### src/rtl/spi_bus_arbiter.sv
// Round-robin arbiter that shares one SPI master core between NUM_REQ requesters,
// streaming a multi-word transaction per grant with a start-acknowledge timeout.
module spi_bus_arbiter #(
  parameter int NUM_REQ   = 2,
  parameter int BUS_WIDTH = 8,
  parameter int LEN_WIDTH = 4,
  parameter int TO_CYCLES = 16
) (
  input  logic                           clk,
  input  logic                           rst_n,
  input  logic [NUM_REQ-1:0]             req,
  input  logic [NUM_REQ*LEN_WIDTH-1:0]   req_len,
  input  logic [NUM_REQ*BUS_WIDTH-1:0]   tx_data,
  output logic [NUM_REQ-1:0]             tx_ack,
  output logic [NUM_REQ-1:0]             grant,
  output logic [BUS_WIDTH-1:0]           rx_data,
  output logic [NUM_REQ-1:0]             rx_valid,
  output logic [NUM_REQ-1:0]             done,
  output logic                           err,
  output logic [BUS_WIDTH-1:0]           core_dout,
  output logic                           core_start,
  input  logic                           core_busy,
  input  logic [BUS_WIDTH-1:0]           core_din
);

  localparam int IDX_W = $clog2(NUM_REQ);
  localparam int TMR_W = $clog2(TO_CYCLES + 1);
  localparam logic [TMR_W-1:0] TMR_LAST = TMR_W'(TO_CYCLES - 1);
  localparam logic [LEN_WIDTH-1:0] LEN_ONE = LEN_WIDTH'(1);

  typedef enum logic [2:0] {
    IDLE,
    LOAD,
    WAIT_BUSY,
    WAIT_DONE,
    CAPTURE
  } state_t;

  state_t               state;
  logic [IDX_W-1:0]     last_grant;
  logic [IDX_W-1:0]     g_idx;
  logic [LEN_WIDTH-1:0] remaining;
  logic [TMR_W-1:0]     timer;

  logic                 pick_valid;
  logic [IDX_W-1:0]     pick_idx;
  logic [LEN_WIDTH-1:0] pick_len;
  logic [BUS_WIDTH-1:0] cur_tx;
  logic [NUM_REQ-1:0]   cur_onehot;

  // Search upward from last_grant+1; the smallest rotation offset is assigned last and wins.
  always_comb begin
    pick_valid = 1'b0;
    pick_idx   = '0;
    for (int k = NUM_REQ; k >= 1; k--) begin
      for (int i = 0; i < NUM_REQ; i++) begin
        if (i == (int'(last_grant) + k) % NUM_REQ && req[i]) begin
          pick_valid = 1'b1;
          pick_idx   = IDX_W'(i);
        end
      end
    end
  end

  always_comb begin
    pick_len   = '0;
    cur_tx     = '0;
    cur_onehot = '0;
    for (int i = 0; i < NUM_REQ; i++) begin
      if (IDX_W'(i) == pick_idx) pick_len = req_len[i*LEN_WIDTH +: LEN_WIDTH];
      if (IDX_W'(i) == g_idx) begin
        cur_tx        = tx_data[i*BUS_WIDTH +: BUS_WIDTH];
        cur_onehot[i] = 1'b1;
      end
    end
  end

  always_ff @(posedge clk or negedge rst_n) begin
    if (!rst_n) begin
      state      <= IDLE;
      last_grant <= IDX_W'(NUM_REQ - 1);
      g_idx      <= '0;
      remaining  <= '0;
      timer      <= '0;
      grant      <= '0;
      tx_ack     <= '0;
      rx_valid   <= '0;
      done       <= '0;
      err        <= 1'b0;
      rx_data    <= '0;
      core_dout  <= '0;
      core_start <= 1'b0;
    end else begin
      tx_ack   <= '0;
      rx_valid <= '0;
      done     <= '0;
      err      <= 1'b0;
      case (state)
        IDLE: begin
          if (pick_valid) begin
            g_idx     <= pick_idx;
            grant     <= '0;
            grant[pick_idx] <= 1'b1;
            remaining <= pick_len;
            state     <= LOAD;
          end
        end
        LOAD: begin
          // A zero-length request completes without ever touching the core.
          if (remaining == '0) begin
            done       <= cur_onehot;
            grant      <= '0;
            last_grant <= g_idx;
            state      <= IDLE;
          end else begin
            core_dout  <= cur_tx;
            tx_ack     <= cur_onehot;
            core_start <= 1'b1;
            timer      <= '0;
            state      <= WAIT_BUSY;
          end
        end
        WAIT_BUSY: begin
          if (core_busy) begin
            core_start <= 1'b0;
            state      <= WAIT_DONE;
          end else if (timer == TMR_LAST) begin
            core_start <= 1'b0;
            done       <= cur_onehot;
            err        <= 1'b1;
            grant      <= '0;
            last_grant <= g_idx;
            state      <= IDLE;
          end else begin
            timer <= timer + 1'b1;
          end
        end
        WAIT_DONE: begin
          if (!core_busy) state <= CAPTURE;
        end
        CAPTURE: begin
          rx_data   <= core_din;
          rx_valid  <= cur_onehot;
          remaining <= remaining - 1'b1;
          if (remaining == LEN_ONE) begin
            done       <= cur_onehot;
            grant      <= '0;
            last_grant <= g_idx;
            state      <= IDLE;
          end else begin
            state <= LOAD;
          end
        end
        default: state <= IDLE;
      endcase
    end
  end

endmodule
### config.mk
export PLATFORM = sky130hd
export DESIGN_NAME = spi_bus_arbiter
export DESIGN_NICKNAME = d
export VERILOG_FILES = /design/src/rtl/spi_bus_arbiter.sv
export SDC_FILE = /design/constraint.sdc
export NUM_CORES = 1
export LEC_CHECK = 0
export ABC_AREA = 1
export CORE_UTILIZATION = 46
export CTS_CLUSTER_SIZE = 12
export DETAILED_ROUTE_END_ITERATION = 10
export PLACE_DENSITY = 0.75
export SLEW_MARGIN = 10
export SYNTH_ARGS = -nofsm -noshare
export SYNTH_HDL_FRONTEND = slang
export SYNTH_SLANG_ARGS = --single-unit
### constraint.sdc
create_clock -name clk -period 2.1 [get_ports clk]
set_input_delay 0.21 -clock clk [delete_from_list [all_inputs] [get_ports clk]]
set_output_delay 0.21 -clock clk [all_outputs]
set_load 0.05 [all_outputs]
==> summary.md, run 1 <==
| Metric | Value |
|---|---|
| Status | completed |
| Synth Area in Adders | roughly 2.5% |
| Highest clock rate | 0.596 GHz |
| Core area | a little over 4000 µm² |
| CP Launch Type | flop |
| Post-synthesis mux area share | 0% |
| Gr usage total | between 20 and 25% |
| Hold Crit Class | in -> async |
| Vias in the first global route | roughly 1.7k |
| Max Root-Sink Buffers | 2 |
| Die Ht | 68.2 µm |
| Synthesized flop and latch total | 40 |
| Root buf cell | clkbuf_8 |
| H-Tree Level Count | 2 |
| Initial antenna violation count | 0 |
| Nets@finish | between 300 and 400 |
| # diodes | 0 |
| TritonCTS sink count | 40 |
| GRT overflow | 0 |
| Power Density | roughly 1600 nW/µm² |
| Share of cells above drive strength 1 | 11.5% |
| Maximum VDD drop | 807 µV |
| Simple logic cell fraction of the synthesized area | ~37% |
| TritonCTS buffer count | 5 |
| Largest net degree at the start of global routing | 21 |
| Row count | 23 |
| HPWL Detailed | 3.38 mm |
| Main combinational cell family by area after synthesis | simple AND/OR/NAND/NOR gates |
| Xor and xnor area share after synthesis | 0% |
| Setup crit end kind | primary output |
| Starting Density | about half |
| Min cycle time layout | between 1.5 and 2 ns |
| Req. time, crit path | 1.89 ns |
| Die area | roughly 4600 µm² |
| Post-route DRC violation count | 0 |
| Top Ports | 63 |
| Post-Syn Instances | approximately 240 |
| Synth Area in Compound Gates | 4.72% |
| CP Cell Sequence | clkdlybuf4s50_1 |
| Worst path bufs/invs | 1 |
| Reg2Reg Depth | 11 |
| WP depth | 1 |
| Clock skew | around 0.0076 ns |
| Max-slew violation count | 0 |
| Routed wire per std cell | 12.6 µm |
| Synth-to-layout area growth | 40.0% |
| Max incr delay on CP | just over 0.8 ns |
| CTS tree | done |
| Slew HR | between 60% and 70% |
| Placement-stage worst setup slack | between 0.5 and 0.6 ns |
| Critical path peak fanout | 2 |
| Critical setup path kind | reg -> out |
| Max-Cap Viols | 0 |
| # setup viols final | 0 |
| Hold Fails Final Rpt | 0 |
| Unrepaired setup endpoints after global routing | no |
| 1st-iter DRT viols | 81 |
| Setup bufs post-CTS | 0 |
| Via density | approximately 5 |
| Syn Nets | about 290 |
| Slew at the pin closest to its max-slew limit | about 0.52 ns |
| Via Count | 1824 |
| Library cells used by synthesis | 27 |
| Reg2reg setup slack | just under 0.5 ns |
| Cell family with most CP delay | buffers and inverters |
| Gpl congestion | roughly 0.84 |
| Die span in x | around 68 µm |
| TritonRoute pass-1 iters | 4 |
| Mapped Area | slightly above 2000 µm² |
| CTS resizes | 0 |
| Final wirelength | roughly 4.6 mm |
| First-pass GRT wire length | between 7 and 8 mm |
| Post-route setup TNS | 0 ns |
| Register area share after synthesis | 49.8% |
| Final hold slack | about 0.25 ns |
| Syn avg cell area | around 8.3 µm² |
| Leakage | 0.00138 µW |
| Clock transition at the registers of the reported paths | about 0.08 ns |
| Tcrit/Tclk final | between 70% and 80% |
| Setup ws final | roughly 0.42 ns |
| DRT antenna net count | 0 |
| Buffers added on ports | 62 |
| Syn. warnings | 0 |
| CP Data Arrival Time | roughly 1.5 ns |
| Crit-path slowest cell | clkdlybuf4s50_1 |
| Worst-Skew Late Latency | approximately 0.28 ns |
power by group:
group          total (µW)  internal, µW  switching, µW
clock network         683           419            263
registers            1320          1090            228
logic                2540           837           1710
total                4550          2350           2200
timing repair:
item / in CTS / in global routing
setup endpoints to repair: 0 / 0
endpoints found under the hold margin: 39 / 0
hold buffers: 1 / 0
stage by stage:
step | total power, µW | cell area [µm²] | instances | utilization (%)
after global routing | 4830 | 2820 | 364 | 69.0
after global placement | 3820 | 2680 | 355 | 65.6
final | 4550 | 2820 | 364 | 69.0
after floorplan | 3110 | 2010 | 244 | -
after CTS | 4570 | 2820 | 364 | 69.0
after detailed placement | 3870 | 2680 | 355 | 65.6
registers in the layout, summed over array words and instances (netlist names):
signal,flops
core_dout,8
rx_data,8
timer,5
remaining,4
state,3
done,2
grant,2
rx_valid,2
tx_ack,2
core_start,1
err,1
g_idx,1
last_grant,1
cell type report:
type | instances | area (µm²)
sequential | 40 | 1000
inverter | 23 | 88.8
clock buffer | 7 | 96.3
timing repair buffer | 65 | 641
tap | 50 | 62.6
multi-input combinational | 178 | 898
fill | 348 | 1270
clock inverter | 1 | 30.0
placed cells by master (no fill, tap or decap), types with 2 or more instances in the layout:
master,count
or2_2,2
clkdlybuf4s50_1,61
nand4_1,6
nor2_2,2
ha_1,4
nand2_2,3
buf_4,2
dfrtp_1,39
o21ai_0,4
nor3_1,2
nand2_1,95
nor2_4,3
inv_1,19
inv_2,3
a21oi_1,2
nor2_1,13
nand2_4,4
nand3_1,24
o21ai_1,7
clkbuf_8,7
nand3_2,3
Yosys cell counts (all sizes together):
cell type / n / share of area [%]
nand4: 6 / 1.9
a31oi: 1 / 1.1
dfrtp: 39 / 48
o21ai: 12 / 3.2
nand2: 102 / 21
buf: 3 / 1.2
nand3b: 1 / 0.37
dfstp: 1 / 1.3
or2: 2 / 0.62
nand3: 27 / 7.5
nor3: 2 / 0.50
nor2: 19 / 5.7
ha: 4 / 2.5
inv: 23 / 4.4
a21oi: 2 / 0.50
cells by family after synthesis:
group / after synthesis
AO/OA/AOI/OAI: 15
adder cells (fa/ha/maj): 4
flip-flops: 40
AND/OR/NAND/NOR: 159
buffers and inverters: 26
worst paths after layout:
kind / start / to
worst max-delay path: grant[0] / grant[0]
worst min-delay path: rst_n / rx_data[2]
worst max register to register: timer[0] / grant[1]
worst min register to register: grant[1] / grant[1]
max in group asynchronous: rst_n / last_grant
min in group clk: core_din[7] / rx_data[7]
worst reg2reg max path, stage by stage (launching register included):
cell     delay, ns
dfrtp_1       0.41
ha_1          0.18
nand2_1       0.07
nor2_1        0.10
ha_1          0.23
inv_1         0.06
nand4_1       0.12
nand2_4       0.07
nor2_4        0.09
nand2_1       0.07
nand2_1       0.06
nand2_1       0.04
layer usage:
layer | track usage (%) | part of all wire (%)
met1 | 28.3 | 45
met2 | 35.7 | 49
met3 | 5.67 | 5.1
met4 | 4.95 | 0.37
met5 | 0 | 0
Note: power is estimated with default switching activity, not from simulation.
==> run 2: changes to the inputs <==
--- a/config.mk
+++ b/config.mk
@@ -6,10 +6,10 @@
 export NUM_CORES = 1
 export LEC_CHECK = 0
 export ABC_AREA = 1
-export CORE_UTILIZATION = 46
+export CORE_UTILIZATION = 42
 export CTS_CLUSTER_SIZE = 12
 export DETAILED_ROUTE_END_ITERATION = 10
-export PLACE_DENSITY = 0.75
+export PLACE_DENSITY = 0.72
 export SLEW_MARGIN = 10
 export SYNTH_ARGS = -nofsm -noshare
 export SYNTH_HDL_FRONTEND = slang
==> constraint.sdc (replaced) <==
create_clock -name clk -period 1.4 [get_ports clk]
set_input_delay 0.14 -clock clk [delete_from_list [all_inputs] [get_ports clk]]
set_output_delay 0.14 -clock clk [all_outputs]
set_load 0.05 [all_outputs]
==> run 2 against run 1 <==
Effect of this change:
- the run now ends with setup timing left
- largest cell class is now multi-input gates
- critical path depth increased by 10
- sequential cell count stayed put
- sequential power rose by 52%
- non-clock buffer count is 25 higher
- count of clock-buffer cells in the layout shrank 2
- largest power group unchanged
- via count grew 5.9%
==> summary.md, run 2 (synthesis results as in run 1) <==
| Metric | Value |
|---|---|
| TritonRoute pass-1 iters | 4 (unchanged) |
| Worst setup path endpoint | grant[0] |
| GRT overflow | 0 (unchanged) |
| Max-slew violation count | 0 (unchanged) |
| Power, Total | 7760 µW (+71%) |
| Share of cells above drive strength 1 | 32.4% (+21 points) |
| Gr usage total | 20.5% (-1.2 points) |
| Comb pwr share | 60.1% (+4.1 points) |
| Clock transition at the registers of the reported paths | 0.08 ns (about the same) |
| Busiest grt layer | met2 |
| CP Data Arrival Time | 1.70 ns (+0.23 ns) |
| Critical setup path kind | reg -> reg |
| Initial antenna violation count | 0 (unchanged) |
| Hold Fails Final Rpt | 0 (unchanged) |
| Core area | 4470 µm² (+9.5%) |
| Hold Crit Class | in -> reg |
| Max Root-Sink Buffers | 2 (unchanged) |
| Via Count | 1932 (+5.9%) |
| Setup crit end kind | flop |
| H-Tree Level Count | 2 (unchanged) |
| Worst setup startpoint | timer[1] |
| Tcrit/Tclk final | 109% |
| Via density | 4.93 (-1.6%) |
| Reg2Reg Depth | 11 (unchanged) |
| Die area | 5070 µm² (+9.2%) |
| Worst-Skew Late Latency | 0.29 ns (about the same) |
| Leakage | 0.00158 µW (+14%) |
| DRT antenna net count | 0 (unchanged) |
| Unrepaired setup endpoints after global routing | yes |
| Failing checks | setup timing |
| Slew HR | 65.0% (about the same) |
| Filler cells | 358 (+2.9%) |
| Commonest non-fill, non-tap cell in the layout | nand2_1 |
| Die Ht | 71.2 µm (+4.5%) |
| Global routing usage on met2 | 35.1% (-0.53 points) |
| Most frequent cells in the layout | nand2_1 (88), buf_4 (46), dfrtp_1 (38) |
| CTS tree | done |
| Synth-to-layout area growth | 56.0% |
| Placed Cells | 369 (+3.9%) |
| Reg2reg setup slack | -0.12 ns (-0.61 ns) |
| Max-Cap Viols | 0 (unchanged) |
| Biggest regs | core_dout x8, rx_data x8, timer x5 |
| Final hold slack | 0.381 ns (+0.135 ns) |
| Row count | 24 (+4.3%) |
| Starting Density | 45.0% (-4.3 points) |
| Die span in x | 71.2 µm (+4.5%) |
| Root buf cell | clkbuf_8 |
| TritonCTS sink count | 40 (unchanged) |
| Post-route DRC violation count | 0 (unchanged) |
| Top Ports | 63 (unchanged) |
| Gpl congestion | 0.797 (-5.6%) |
| Flop pwr share | 25.8% (-3.2 points) |
| Net Sw Power | 3630 µW (+65%) |
| Critical R2R Launch | timer[1] |
| Sw Ratio | 46.8% (-1.6 points) |
| Slew at the pin closest to its max-slew limit | 0.524 ns (+0.00205 ns) |
| GR Util met1 | 25.2% (-3.1 points) |
| Maximum VDD drop | 1250 µV (+55%) |
| Highest clock rate | between 0.6 and 0.7 GHz |
| Final wirelength | 5.17 mm (+13%) |
| 1st-iter DRT viols | 92 (+14%) |
| Power Density | 2470 nW/µm² (+53%) |
| Largest net degree at the start of global routing | 41 (+95%) |
| Int Pwr | 4130 µW (+76%) |
| # setup viols final | 13 (+13) |
| Met3 Use GR | 4.92% (-0.74 points) |
| Status | finished with violations |
| Post-Layout Cell Count | 392 (+7.7%) |
| # diodes | 0 (unchanged) |
| First-pass GRT wire length | 8.17 mm (+8.8%) |
| Critical path peak fanout | 4 (+2) |
| TritonCTS buffer count | 5 (unchanged) |
| Clock power frac | 14.0% (-1.0 points) |
| Final Instance Area | 3140 µm² (+11%) |
| Nets@finish | 381 (+7.6%) |
| Setup ws final | -0.123 ns (-0.545 ns) |
| Min cycle time layout | approximately 1.5 ns |
| Post-DP Area | 2750 µm² (+2.5%) |
| Buffers added on ports | 62 (unchanged) |
| Routed wire per std cell | 13.2 µm (+4.6%) |
| Clock skew | 0.00272 ns (-0.00491 ns) |
| Reg2reg end | grant[0] |
| CP Launch Type | flop |
| HPWL Detailed | 3.48 mm (+3.0%) |
| Vias in the first global route | 1854 (+8.7%) |
| Req. time, crit path | 1.58 ns (-0.31 ns) |
==> run 2: cell count changes in the layout (fill, tap and decap cells not counted), moves of 4 or more <==
cell and change:
nand3_1 -6, buf_12 +4, nand3_2 +4, buf_4 +44, nand2_2 +7, nor2_4 +4
nand2_1 -7, clkdlybuf4s50_1 -26
==> run 2: timing repair <==
action / CTS / global route
buffers inserted: 4 / 9
hold buffers: 1 / 0
resized for setup: 5 / 28
pin swaps: 6 / 23
cloned: 0 / 2
endpoints found under the hold margin: 39 / 0
endpoints found under the setup margin: 12 / 23
==> run 2: layer usage <==
metal | wire length (µm) | vias up | part of all wire, %
met5 | 0 | - | 0
met4 | 34 | 0 | 0.66
met3 | 214 | 2 | 4.1
met2 | 2690 | 51 | 52
met1 | 2230 | 908 | 43
li1 | - | 971 | -
==> run 2: worst min path at each step <==
stage / slack (ns) / from / cells after the start / end
floorplan: -0.16 / rst_n / 0 / core_dout[0]
global placement: 0.23 / rst_n / 2 / rx_data[4]
detailed placement: 0.24 / rst_n / 2 / rx_data[4]
CTS: 0.38 / core_din[3] / 3 / rx_data[3]
global route: 0.39 / core_din[2] / 3 / rx_data[2]
finish: 0.38 / core_din[3] / 3 / rx_data[3]
==> run 2: per-stage QoR <==
stage	utilization, %	setup WS [ns]	TNS, ns
after detailed placement	61.5	-0.0836	-0.608
after global placement	61.5	-0.0465	-0.214
final	70.2	-0.123	-0.744
after global routing	70.2	-0.226	-2.25
after floorplan	-	-0.0508	-0.124
after CTS	65.5	-0.134	-0.824
==> run 2: layout make-up <==
class	count	area, µm²	area share, %
flip-flops and latches	40	1000	32.0
clock inverters	2	60.1	1.91
well taps	52	65.1	2.07
multi-input cells	180	1030	32.8
clock buffers	5	68.8	2.19
repair buffers	90	825	26.3
inverters	23	88.8	2.83
==> run 2: critical path, cell delays in order, from the launching register on <==
cell and delay [ns]:
dfrtp_1 0.37, ha_2 0.19, nand2_2 0.08, nor2_4 0.10
ha_4 0.16, inv_2 0.03, nand4_1 0.12, nand2_4 0.08
nor2_4 0.10, nand2_2 0.06, nand2_1 0.06, nand2_1 0.05
==> run 2: power groups by stage <==
| stage | clock [µW] | sequential, µW | combinational [µW] |
|---|---|---|---|
| 2_1_floorplan | 0 | 3040 | 1630 |
| 3_3_place_gp | 0 | 1980 | 4010 |
| 3_5_place_dp | 0 | 1990 | 4040 |
| 4_1_cts | 1110 | 1980 | 4130 |
| 5_1_grt | 1160 | 2060 | 5010 |
| 6_report | 1090 | 2010 | 4670 |
==> run 3: changes to the inputs <==
--- a/config.mk
+++ b/config.mk
@@ -6,6 +6,7 @@
 export NUM_CORES = 1
 export LEC_CHECK = 0
 export ABC_AREA = 1
+export CORE_MARGIN = 3
 export CORE_UTILIZATION = 42
 export CTS_CLUSTER_SIZE = 12
 export DETAILED_ROUTE_END_ITERATION = 10
==> constraint.sdc (replaced) <==
create_clock -name clk -period 1.4 [get_ports clk]
set_input_delay 0.28 -clock clk [delete_from_list [all_inputs] [get_ports clk]]
set_output_delay 0.28 -clock clk [all_outputs]
set_load 0.05 [all_outputs]
==> run 3 against run 2 <==
Effect of this change:
- the run still ends with setup timing left
- final area is 8.7% higher
- largest cell class is now buffers
- largest power group unchanged
- power rose by 9.0%
- clock power decreased by 14%
- routed wire length is 6.6% higher
- clock skew rose by 0.0045 ns
- non-clock buffer count fell by 1
- worst hold slack lost 0.012 ns
- final cell count unchanged
- global-route usage shrank 1.0 points
- first-iteration DRC count up 21%
- setup slack lost 0.091 ns
- count of clock-buffer cells in the layout rose by 1
==> summary.md, run 3 (synthesis results as in run 1) <==
| Metric | Value |
|---|---|
| Status | finished with violations |
| Failing checks | setup timing |
| Power Density | 2480 nW/µm² (+0.25%) |
| Most frequent cells in the layout | nand2_1 (91), dfrtp_1 (37), clkdlybuf4s50_1 (35) |
| Core area | 4500 µm² (+0.67%) |
| Die span in x | 75.2 µm (+5.6%) |
| Worst-Skew Late Latency | 0.29 ns (about the same) |
| HPWL Detailed | 3.84 mm (+10%) |
| TritonRoute pass-1 iters | 4 (unchanged) |
| Max Root-Sink Buffers | 2 (unchanged) |
| # diodes | 0 (unchanged) |
| Die area | 5660 µm² (+12%) |
| Clock skew | 0.00723 ns (+0.00451 ns) |
| Reg2reg end | state[2] |
| Top Ports | 63 (unchanged) |
| First-pass GRT wire length | 8.45 mm (+3.4%) |
| Setup crit end kind | flop |
| Fin util | 75.8% (+5.6 points) |
| Root buf cell | clkbuf_8 |
| # setup viols final | 12 (-1) |
| Critical path peak fanout | 5 (+1) |
| DRT antenna net count | 0 (unchanged) |
| Buffers added on ports | 62 (unchanged) |
| Die Ht | 75.2 µm (+5.6%) |
| Critical setup path kind | reg -> reg |
| TritonCTS sink count | 40 (unchanged) |
| Hold Crit Class | in -> async |
| Tcrit/Tclk final | 115% (+6.5 points) |
| Setup ws final | -0.213 ns (-0.0908 ns) |
| Reg2reg setup slack | -0.21 ns (-0.09 ns) |
| Via density | 5.02 (+1.8%) |
| CP Data Arrival Time | 1.81 ns (+0.11 ns) |
| H-Tree Level Count | 2 (unchanged) |
| Max-Cap Viols | 0 (unchanged) |
| Starting Density | 44.7% (-0.30 points) |
| CTS tree | done |
| Unrepaired setup endpoints after global routing | yes |
| Req. time, crit path | 1.60 ns (+0.02 ns) |
| Max-slew violation count | 0 (unchanged) |
| Vias in the first global route | 1890 (+1.9%) |
| Reg2Reg Depth | 9 (-2) |
| Largest net degree at the start of global routing | 34 (-17%) |
| Commonest non-fill, non-tap cell in the layout | nand2_1 |
| Share of cells above drive strength 1 | 31.8% (-0.59 points) |
| GRT overflow | 0 (unchanged) |
| Synth-to-layout area growth | 69.5% |
| Critical R2R Launch | timer[1] |
| Nets@finish | 380 (-0.26%) |
| Gr usage total | 19.4% (-1.0 points) |
| Clock transition at the registers of the reported paths | 0.08 ns (about the same) |
| Final wirelength | 5.51 mm (+6.6%) |
| Via Count | 1966 (+1.8%) |
| Leakage | 0.00165 µW (+4.4%) |
| Biggest regs | core_dout x8, rx_data x8, timer x5 |
| Routed wire per std cell | 14.1 µm (+6.6%) |
| Highest clock rate | 0.620 GHz (-5.6%) |
| CP Launch Type | flop |
| Final hold slack | 0.369 ns (-0.0122 ns) |
| Hold Fails Final Rpt | 0 (unchanged) |
| Initial antenna violation count | 0 (unchanged) |
| Slew HR | 79.4% (+14 points) |
| Maximum VDD drop | 1450 µV (+16%) |
| Min cycle time layout | 1.61 ns (+0.0908 ns) |
| Filler cells | 301 (-16%) |
| Gpl congestion | 0.819 (+2.7%) |
| Row count | 24 (unchanged) |
| Post-route DRC violation count | 0 (unchanged) |
| 1st-iter DRT viols | 111 (+21%) |
| Slew at the pin closest to its max-slew limit | 0.309 ns (-0.216 ns) |
| TritonCTS buffer count | 5 (unchanged) |
-- run 3: changes by cell type in the layout (fill, tap and decap cells not counted), sizes merged --
cell / before / now
buf: 54 / 53
clkbuf: 5 / 6
bufinv: 2 / 1
clkinv: 0 / 1
-- run 3: repair_timing --
action / in CTS / in global routing
endpoints found under the hold margin: 7 / 0
resized for setup: 0 / 35
setup endpoints to repair: 12 / 24
hold buffers: 1 / 0
pin swaps: 3 / 26
cloned: 0 / 2
setup buffers: 0 / 10
-- run 3: worst max-delay path by stage --
stage | startpoint | to | slack [ns] | cells past startpoint
2_1_floorplan | timer[0] | grant[0] | -0.05 | 11
3_3_place_gp | core_busy | grant[1] | -0.06 | 7
3_5_place_dp | core_busy | grant[0] | -0.1 | 7
4_1_cts | timer[1] | grant[0] | -0.11 | 11
5_1_grt | timer[1] | state[2] | -0.30 | 9
6_report | timer[1] | state[2] | -0.21 | 9
-- run 3: per-stage QoR --
| stage | setup WS (ns) | area, µm² | power, µW | TNS [ns] | std cells |
|---|---|---|---|---|---|
| final | -0.213 | 3410 | 8460 | -1.08 | 392 |
| after global routing | -0.296 | 3410 | 8960 | -2.56 | 392 |
| after floorplan | -0.0508 | 2020 | 4670 | -0.124 | 244 |
| after CTS | -0.107 | 3180 | 7830 | -0.704 | 380 |
| after detailed placement | -0.0976 | 3070 | 6890 | -0.890 | 371 |
| after global placement | -0.0648 | 3070 | 6800 | -0.344 | 371 |
-- run 3: report_power, final --
| group | switching (µW) | internal, µW |
|---|---|---|
| Combinational | 2910 | 2450 |
| Sequential | 513 | 1650 |
| Clock | 412 | 529 |
-- run 3: final cells by class --
| cell class | instances | area [µm²] | share of cell area (%) |
|---|---|---|---|
| Inverter | 23 | 91.3 | 2.68 |
| Multi-Input combinational cell | 180 | 1030 | 30.2 |
| Tap cell | 52 | 65.1 | 1.91 |
| Clock buffer | 6 | 72.6 | 2.13 |
| Clock inverter | 2 | 35.0 | 1.03 |
| Sequential cell | 40 | 1000 | 29.4 |
| Timing Repair Buffer | 89 | 1110 | 32.6 |
-- run 3: routing by layer --
layer | routed length, µm | track usage [%]
met3 | 308 | 6.94
met5 | 0 | 0
met1 | 2160 | 23.3
met4 | 38 | 3.11
met2 | 3010 | 34.2
-- run 3: critical path: stages, from the launching register on --
cell and delay, ns:
dfrtp_1 0.36, ha_2 0.19, nand2_2 0.07, nor2_4 0.14, ha_4 0.17, buf_4 0.13
nor2_4 0.04, nand2_4 0.09, nand3b_1 0.13, nor3_1 0.20
